$ cat src/rtl/tile_draw_scheduler_pkg.sv
// Shared display types: the command LUT mode and the packed tile-update request.
package tile_draw_scheduler_pkg;

  typedef enum logic [2:0] {
    NONE   = 3'd0,
    SET_I  = 3'd1,
    SEND_I = 3'd2,
    SET    = 3'd3,
    SEND   = 3'd4
  } update_t;

  typedef struct packed {
    logic [2:0] obj;
    logic [3:0] y;
    logic [3:0] x;
  } tile_req_t;

  localparam int unsigned TILE_REQ_W = $bits(tile_req_t);

endpackage

$ cat src/rtl/tile_draw_scheduler_fifo.sv
// Small request FIFO: wrapping read/write pointers plus an occupancy count.
module tile_req_fifo
  import tile_draw_scheduler_pkg::*;
#(
  parameter int DEPTH = 4,
  parameter int WIDTH = TILE_REQ_W
) (
  input  logic             clk,
  input  logic             nrst,
  input  logic             push,
  input  logic             pop,
  input  logic [WIDTH-1:0] din,
  output logic [WIDTH-1:0] dout,
  output logic             full,
  output logic             empty
);

  localparam int PTR_W = $clog2(DEPTH);
  localparam int CNT_W = PTR_W + 1;

  logic [PTR_W-1:0] rd_ptr_q, rd_ptr_d;
  logic [PTR_W-1:0] wr_ptr_q, wr_ptr_d;
  logic [CNT_W-1:0] count_q, count_d;
  logic [WIDTH-1:0] mem_q [DEPTH];
  logic             do_push, do_pop;

  assign full    = (count_q == CNT_W'(DEPTH));
  assign empty   = (count_q == '0);
  assign do_push = push & ~full;
  assign do_pop  = pop & ~empty;
  assign dout    = mem_q[rd_ptr_q];

  always_comb begin
    rd_ptr_d = rd_ptr_q + PTR_W'(do_pop);
    wr_ptr_d = wr_ptr_q + PTR_W'(do_push);
    count_d  = count_q + CNT_W'(do_push) - CNT_W'(do_pop);
  end

  always_ff @(posedge clk) begin
    if (!nrst) begin
      rd_ptr_q <= '0;
      wr_ptr_q <= '0;
      count_q  <= '0;
    end else begin
      rd_ptr_q <= rd_ptr_d;
      wr_ptr_q <= wr_ptr_d;
      count_q  <= count_d;
    end
  end

  // Storage carries no reset; only the pointers and count define validity.
  always_ff @(posedge clk) begin
    if (do_push) mem_q[wr_ptr_q] <= din;
  end

endmodule

$ cat src/rtl/tile_draw_scheduler.sv
// Drives command_lut through panel init and then per-tile redraws taken from a request FIFO.
module tile_draw_scheduler
  import tile_draw_scheduler_pkg::*;
#(
  parameter int DEPTH   = 4,
  parameter int PWR_DLY = 100
) (
  input  logic       clk,
  input  logic       nrst,
  input  logic       init_req,
  input  logic       req_valid,
  input  logic [3:0] req_x,
  input  logic [3:0] req_y,
  input  logic [2:0] req_obj,
  output logic       req_ready,
  input  logic       cmd_finished,
  input  logic       pause,
  output update_t    mode,
  output logic [3:0] X,
  output logic [3:0] Y,
  output logic [2:0] obj_code,
  output logic       wrx,
  output logic       csx,
  output logic       busy,
  output logic       init_done
);

  typedef enum logic [2:0] {
    PWR_WAIT, INIT_SET, INIT_SEND, IDLE, LOAD, DRAW_SET, DRAW_SEND
  } state_t;

  localparam int DLY_W = (PWR_DLY > 1) ? $clog2(PWR_DLY) : 1;

  state_t           state_q, state_d;
  update_t          mode_q, mode_d;
  logic [3:0]       x_q, x_d, y_q, y_d;
  logic [2:0]       obj_q, obj_d;
  logic             wrx_q, wrx_d, csx_q, csx_d, busy_q, busy_d;
  logic             init_done_q, init_done_d;
  logic [DLY_W-1:0] dly_cnt_q, dly_cnt_d;

  tile_req_t fifo_din, fifo_head;
  logic      fifo_full, fifo_empty, fifo_push, fifo_pop;

  assign req_ready = ~fifo_full;
  assign fifo_push = req_valid & req_ready;
  assign fifo_pop  = (state_q == LOAD);
  assign fifo_din  = '{obj: req_obj, y: req_y, x: req_x};

  tile_req_fifo #(.DEPTH(DEPTH), .WIDTH(TILE_REQ_W)) u_fifo (
    .clk   (clk),
    .nrst  (nrst),
    .push  (fifo_push),
    .pop   (fifo_pop),
    .din   (fifo_din),
    .dout  (fifo_head),
    .full  (fifo_full),
    .empty (fifo_empty)
  );

  always_comb begin
    state_d     = state_q;
    dly_cnt_d   = dly_cnt_q;
    init_done_d = init_done_q;
    x_d         = x_q;
    y_d         = y_q;
    obj_d       = obj_q;

    case (state_q)
      PWR_WAIT:  if (dly_cnt_q == DLY_W'(PWR_DLY - 1)) state_d = INIT_SET;
                 else dly_cnt_d = dly_cnt_q + DLY_W'(1);
      INIT_SET:  if (!pause) state_d = INIT_SEND;
      INIT_SEND: if (cmd_finished) begin
                   init_done_d = 1'b1;
                   state_d     = IDLE;
                 end else state_d = INIT_SET;
      IDLE:      if (init_req) state_d = INIT_SET;
                 else if (!fifo_empty) state_d = LOAD;
      LOAD:      state_d = DRAW_SET;
      DRAW_SET:  state_d = DRAW_SEND;
      DRAW_SEND: if (cmd_finished) state_d = fifo_empty ? IDLE : LOAD;
                 else state_d = DRAW_SET;
      default:   state_d = PWR_WAIT;
    endcase

    // The head being popped in LOAD is latched on entry so X/Y/obj_code hold it all tile long.
    if (state_d == LOAD) begin
      x_d   = fifo_head.x;
      y_d   = fifo_head.y;
      obj_d = fifo_head.obj;
    end

    mode_d = NONE;
    wrx_d  = 1'b1;
    csx_d  = 1'b1;
    busy_d = (state_d != IDLE);
    case (state_d)
      INIT_SET:  begin mode_d = SET_I;  wrx_d = 1'b0; csx_d = 1'b0; end
      INIT_SEND: begin mode_d = SEND_I; csx_d = 1'b0; end
      DRAW_SET:  begin mode_d = SET;    wrx_d = 1'b0; csx_d = 1'b0; end
      DRAW_SEND: begin mode_d = SEND;   csx_d = 1'b0; end
      default:   ;
    endcase
  end

  always_ff @(posedge clk) begin
    if (!nrst) begin
      state_q     <= PWR_WAIT;
      dly_cnt_q   <= '0;
      init_done_q <= 1'b0;
      mode_q      <= NONE;
      wrx_q       <= 1'b1;
      csx_q       <= 1'b1;
      busy_q      <= 1'b1;
      x_q         <= '0;
      y_q         <= '0;
      obj_q       <= '0;
    end else begin
      state_q     <= state_d;
      dly_cnt_q   <= dly_cnt_d;
      init_done_q <= init_done_d;
      mode_q      <= mode_d;
      wrx_q       <= wrx_d;
      csx_q       <= csx_d;
      busy_q      <= busy_d;
      x_q         <= x_d;
      y_q         <= y_d;
      obj_q       <= obj_d;
    end
  end

  assign mode      = mode_q;
  assign X         = x_q;
  assign Y         = y_q;
  assign obj_code  = obj_q;
  assign wrx       = wrx_q;
  assign csx       = csx_q;
  assign busy      = busy_q;
  assign init_done = init_done_q;

endmodule

$ cat config.mk
export PLATFORM = sky130hd
export DESIGN_NAME = tile_draw_scheduler
export DESIGN_NICKNAME = d
export VERILOG_FILES = /design/src/rtl/tile_draw_scheduler_pkg.sv /design/src/rtl/tile_draw_scheduler_fifo.sv /design/src/rtl/tile_draw_scheduler.sv
export SDC_FILE = /design/constraint.sdc
export NUM_CORES = 1
export LEC_CHECK = 0
export CORE_ASPECT_RATIO = 1.4
export CORE_MARGIN = 2
export CORE_UTILIZATION = 40
export CTS_CLUSTER_SIZE = 12
export DETAILED_ROUTE_END_ITERATION = 8
export GPL_ROUTABILITY_DRIVEN = 0
export PLACE_DENSITY = 0.7
export SETUP_SLACK_MARGIN = 0.05
export SYNTH_ARGS = -nofsm -noshare
export SYNTH_HDL_FRONTEND = slang
export SYNTH_SLANG_ARGS = --single-unit
$ cat constraint.sdc
create_clock -name clk -period 6.94 [get_ports clk]
set_clock_uncertainty 0.15 [all_clocks]
set_input_delay 1.041 -clock clk [delete_from_list [all_inputs] [get_ports clk]]
set_output_delay 1.041 -clock clk [all_outputs]
set_load 0.03 [all_outputs]
==> flow_metrics.tcl <==
set metrics [dict create \
    status "finished, final reports clean" \
    drive_above_1_share_pct 13.9 \
    ys_ff_latch 79 \
    r2r-start "u_fifo.count_q[1]$_SDFF_PN0_" \
    path_cells "clkdlybuf4s50_1 > and2_0 > nand2_1 > nor2_1" \
    wirelength_um 5090 \
    drtIter0Drc 84 \
    pwr-share-comb_pct 9.3 \
    hp-start "X[2]$_SDFFE_PN0N_" \
    io_pins 36 \
    reg2regPathDepth 10 \
    num_antenna_cells 0 \
    wl_per_cell_um 13.9 \
    worstMarginPinSlew_ns 0.977 \
    htree_levels 3 \
    cts.sinks 79 \
    cp_max_fo 11 \
    drc 0 \
    cp_data_arrival_time_ns 2.61 \
    swShare_pct 22.6 \
    synthDistinctLibCells 41 \
    hold_end "X[2]$_SDFFE_PN0N_" \
    final.setup.tns_ns 0 \
    cp_data_required_time_ns 6.76 \
    p_seq_share_pct 53.2 \
    initial_core_util_pct 41.1 \
    powerDensity_mw_per_mm2 266 \
    root_buffer "clkbuf_8" \
    die-width_um 79.2 \
    power.internal_mw 0.789 \
    critPathMaxStageDelay_ns 0.74 \
    rows 38 \
    fin_hold_ws_ns 0.316 \
    synth_area_mm2 0.00317 \
    synth_compound_area_share_pct 2.92 \
    reg2reg_to "u_fifo.count_q[2]$_SDFF_PN0_" \
    nNetsFinal 284 \
    core_mm2 0.00770 \
    clkPwrFrac_pct 37.5 \
    drtPass1Iterations 4 \
    worst-path-buf-inv 1 \
    cts_hold_buf 0 \
    synth_top_family_by_area "simple AND/OR/NAND/NOR gates" \
    synthMuxAreaShare_pct 11.3 \
    grt_pass1_vias 1808 \
    synth_xor_area_share_pct 2.77 \
    crit_path_end_kind "flip-flop" \
    max_freq_mhz 358 \
    rsz0062_at_grt "no" \
    irDropWorstVdd_uv 139 \
    postRouteAntennaNets 0 \
    gr-total-overflow 0 \
    synth-simple-area-share_pct 14.3 \
    postCtsSetupBuffers 0 \
    dp_hpwl_um 3440 \
    worstSetupPathType "in -> reg" \
    synth_edf_count 44 \
    via_per_inst 4.82 \
    crit_family "simple AND/OR/NAND/NOR gates" \
    clkLatencyLatePin_ns 0.35 \
    cts_resized 0 \
    setup_viol 0 \
    drv_cap 0 \
    ys_warn_count 0 \
    synth_nets 245 \
    port_buffers 35 \
    fin_crit_sh_pct 40.2 \
    ys_seq_area_share_pct 63.9 \
    dieArea_mm2 0.00865 \
    vias 1765 \
    hold_class "reg -> reg" \
    synth_ff_type "edfxtp_1" \
    cts_tree "yes" \
    grt_usage_pct 13.5 \
    synth.avg_cell_area_um2 14.3 \
    cpMaxStageDelayCell "nor2_1" \
    worst-r2r-setup-slack_ns 4.38 \
    cts_buffer_depth 2 \
    slew_headroom_pct 34.6 \
    hold_viol_final 0 \
    grt_start_max_net_pins 44 \
    post-route-cell-area_mm2 0.00384 \
    slew_violations 0 \
    min_delay_path_depth 2 \
    synthArstFlopShare_pct 0 \
    area_delta_synth_final_pct 21.2 \
    synthAdderAreaFrac_pct 2.61 \
    cts_made_buffers 9 \
    synth_cells 222 \
    fin_crit_ns 2.79 \
    place_area_mm2 0.00360 \
    die_h_um 109 \
    p_leak_nw 1.46 \
    power_switching_mw 0.231 \
    grt_antenna_before_repair 0 \
    critical_path.startpoint_type "primary input" \
    grt_pass1_wl_um 8580 \
    clkTransAtPathRegs_ns 0.08 \
]
==> logic make-up after synthesis <==
logic type,Yosys count
simple gates,79
flops,79
mux,22
buf+inv,14
compound gates,12
xor+xnor,10
fa+ha+maj,6
==> placed cells by master, fill, tap and decap left out, drive strengths merged, types with 3 or more instances in the layout <==
master / synthesis / layout
and3: 5 / 5
xor2: 6 / 6
and2: 15 / 15
ha: 5 / 5
xnor2: 4 / 4
mux4: 11 / 11
nor2b: 6 / 6
edfxtp: 44 / 44
mux2i: 11 / 11
clkbuf: 4 / 10
inv: 5 / 5
nor2: 6 / 6
nand3: 4 / 4
clkdlybuf4s50: 0 / 35
dfxtp: 35 / 35
nand2: 31 / 31
clkinv: 0 / 3
==> worst max path at each step <==
stage	start	endpoint	slack (ns)	cells after the start
detailed placement	req_valid	u_fifo.mem_q[1][1]$_DFFE_PP_	3.77	4
global route	req_valid	u_fifo.mem_q[2][4]$_DFFE_PP_	3.98	4
floorplan	req_valid	u_fifo.mem_q[0][0]$_DFFE_PP_	4.21	2
finish	req_valid	u_fifo.mem_q[2][3]$_DFFE_PP_	4.15	4
CTS	req_valid	u_fifo.mem_q[1][8]$_DFFE_PP_	4.14	4
global placement	req_valid	u_fifo.mem_q[2][1]$_DFFE_PP_	3.77	4
==> per-stage QoR <==
step	util, %	total power [mW]	setup slack (ns)	cells
floorplan	-	0.614	4.21	222
global placement	46.8	0.647	3.77	350
detailed placement	46.8	0.650	3.77	350
CTS	49.8	1.03	4.14	366
global route	49.8	1.06	3.98	366
finish	49.8	1.02	4.15	366
==> worst min-delay path, stage by stage, from the launching register on <==
cell and delay [ns]:
dfxtp_1 0.32, nand2_1 0.05, mux2i_1 0.05
==> synth_stat cells (4+ instances only) <==
cell type | n | area (µm²)
xnor2_1 | 4 | 35.0
and2_1 | 13 | 81.3
dfxtp_1 | 35 | 701
xor2_1 | 6 | 52.6
mux4_2 | 11 | 248
nor2b_1 | 6 | 37.5
ha_1 | 5 | 62.6
and3_1 | 5 | 31.3
nor2_1 | 6 | 22.5
inv_1 | 5 | 18.8
edfxtp_1 | 44 | 1320
clkbuf_1 | 4 | 15.0
nand2_1 | 31 | 116
mux2i_1 | 11 | 110
nand3_1 | 4 | 20.0
==> routing by layer <==
metal  track usage, %  part of all wire, %
met1             16.0                   43
met4             7.76                  2.2
met2             22.3                   51
met5                0                    0
met3             3.31                  4.1
==> power by group through the flow <==
stage | Clock [mW] | Sequential [mW] | Combinational [mW]
2_1_floorplan | 0 | 0.550 | 0.0637
5_1_grt | 0.412 | 0.546 | 0.107
3_5_place_dp | 0 | 0.554 | 0.0964
3_3_place_gp | 0 | 0.552 | 0.0942
4_1_cts | 0.391 | 0.543 | 0.0971
6_report | 0.382 | 0.543 | 0.0949
==> state kept, by name, summed over array words and instances (netlist names) <==
| name | count |
|---|---|
| csx | 1 |
| u_fifo.mem_q | 44 |
| state_q | 3 |
| u_fifo.wr_ptr_q | 2 |
| dly_cnt_q | 7 |
| init_done | 1 |
| u_fifo.rd_ptr_q | 2 |
| obj_code | 3 |
| u_fifo.count_q | 3 |
| mode | 3 |
| wrx | 1 |
| busy | 1 |
| Y | 4 |
| X | 4 |
==> cell type report <==
class                      count  area [µm²]
fill                         672        3870
sequential                    79        2020
multi-input combinational    129        1070
timing repair buffer          37         365
clock buffer                  10         138
tap                          100         125
clock inverter                 6        93.8
inverter                       5        18.8
Power figures use the tool's default switching activity.
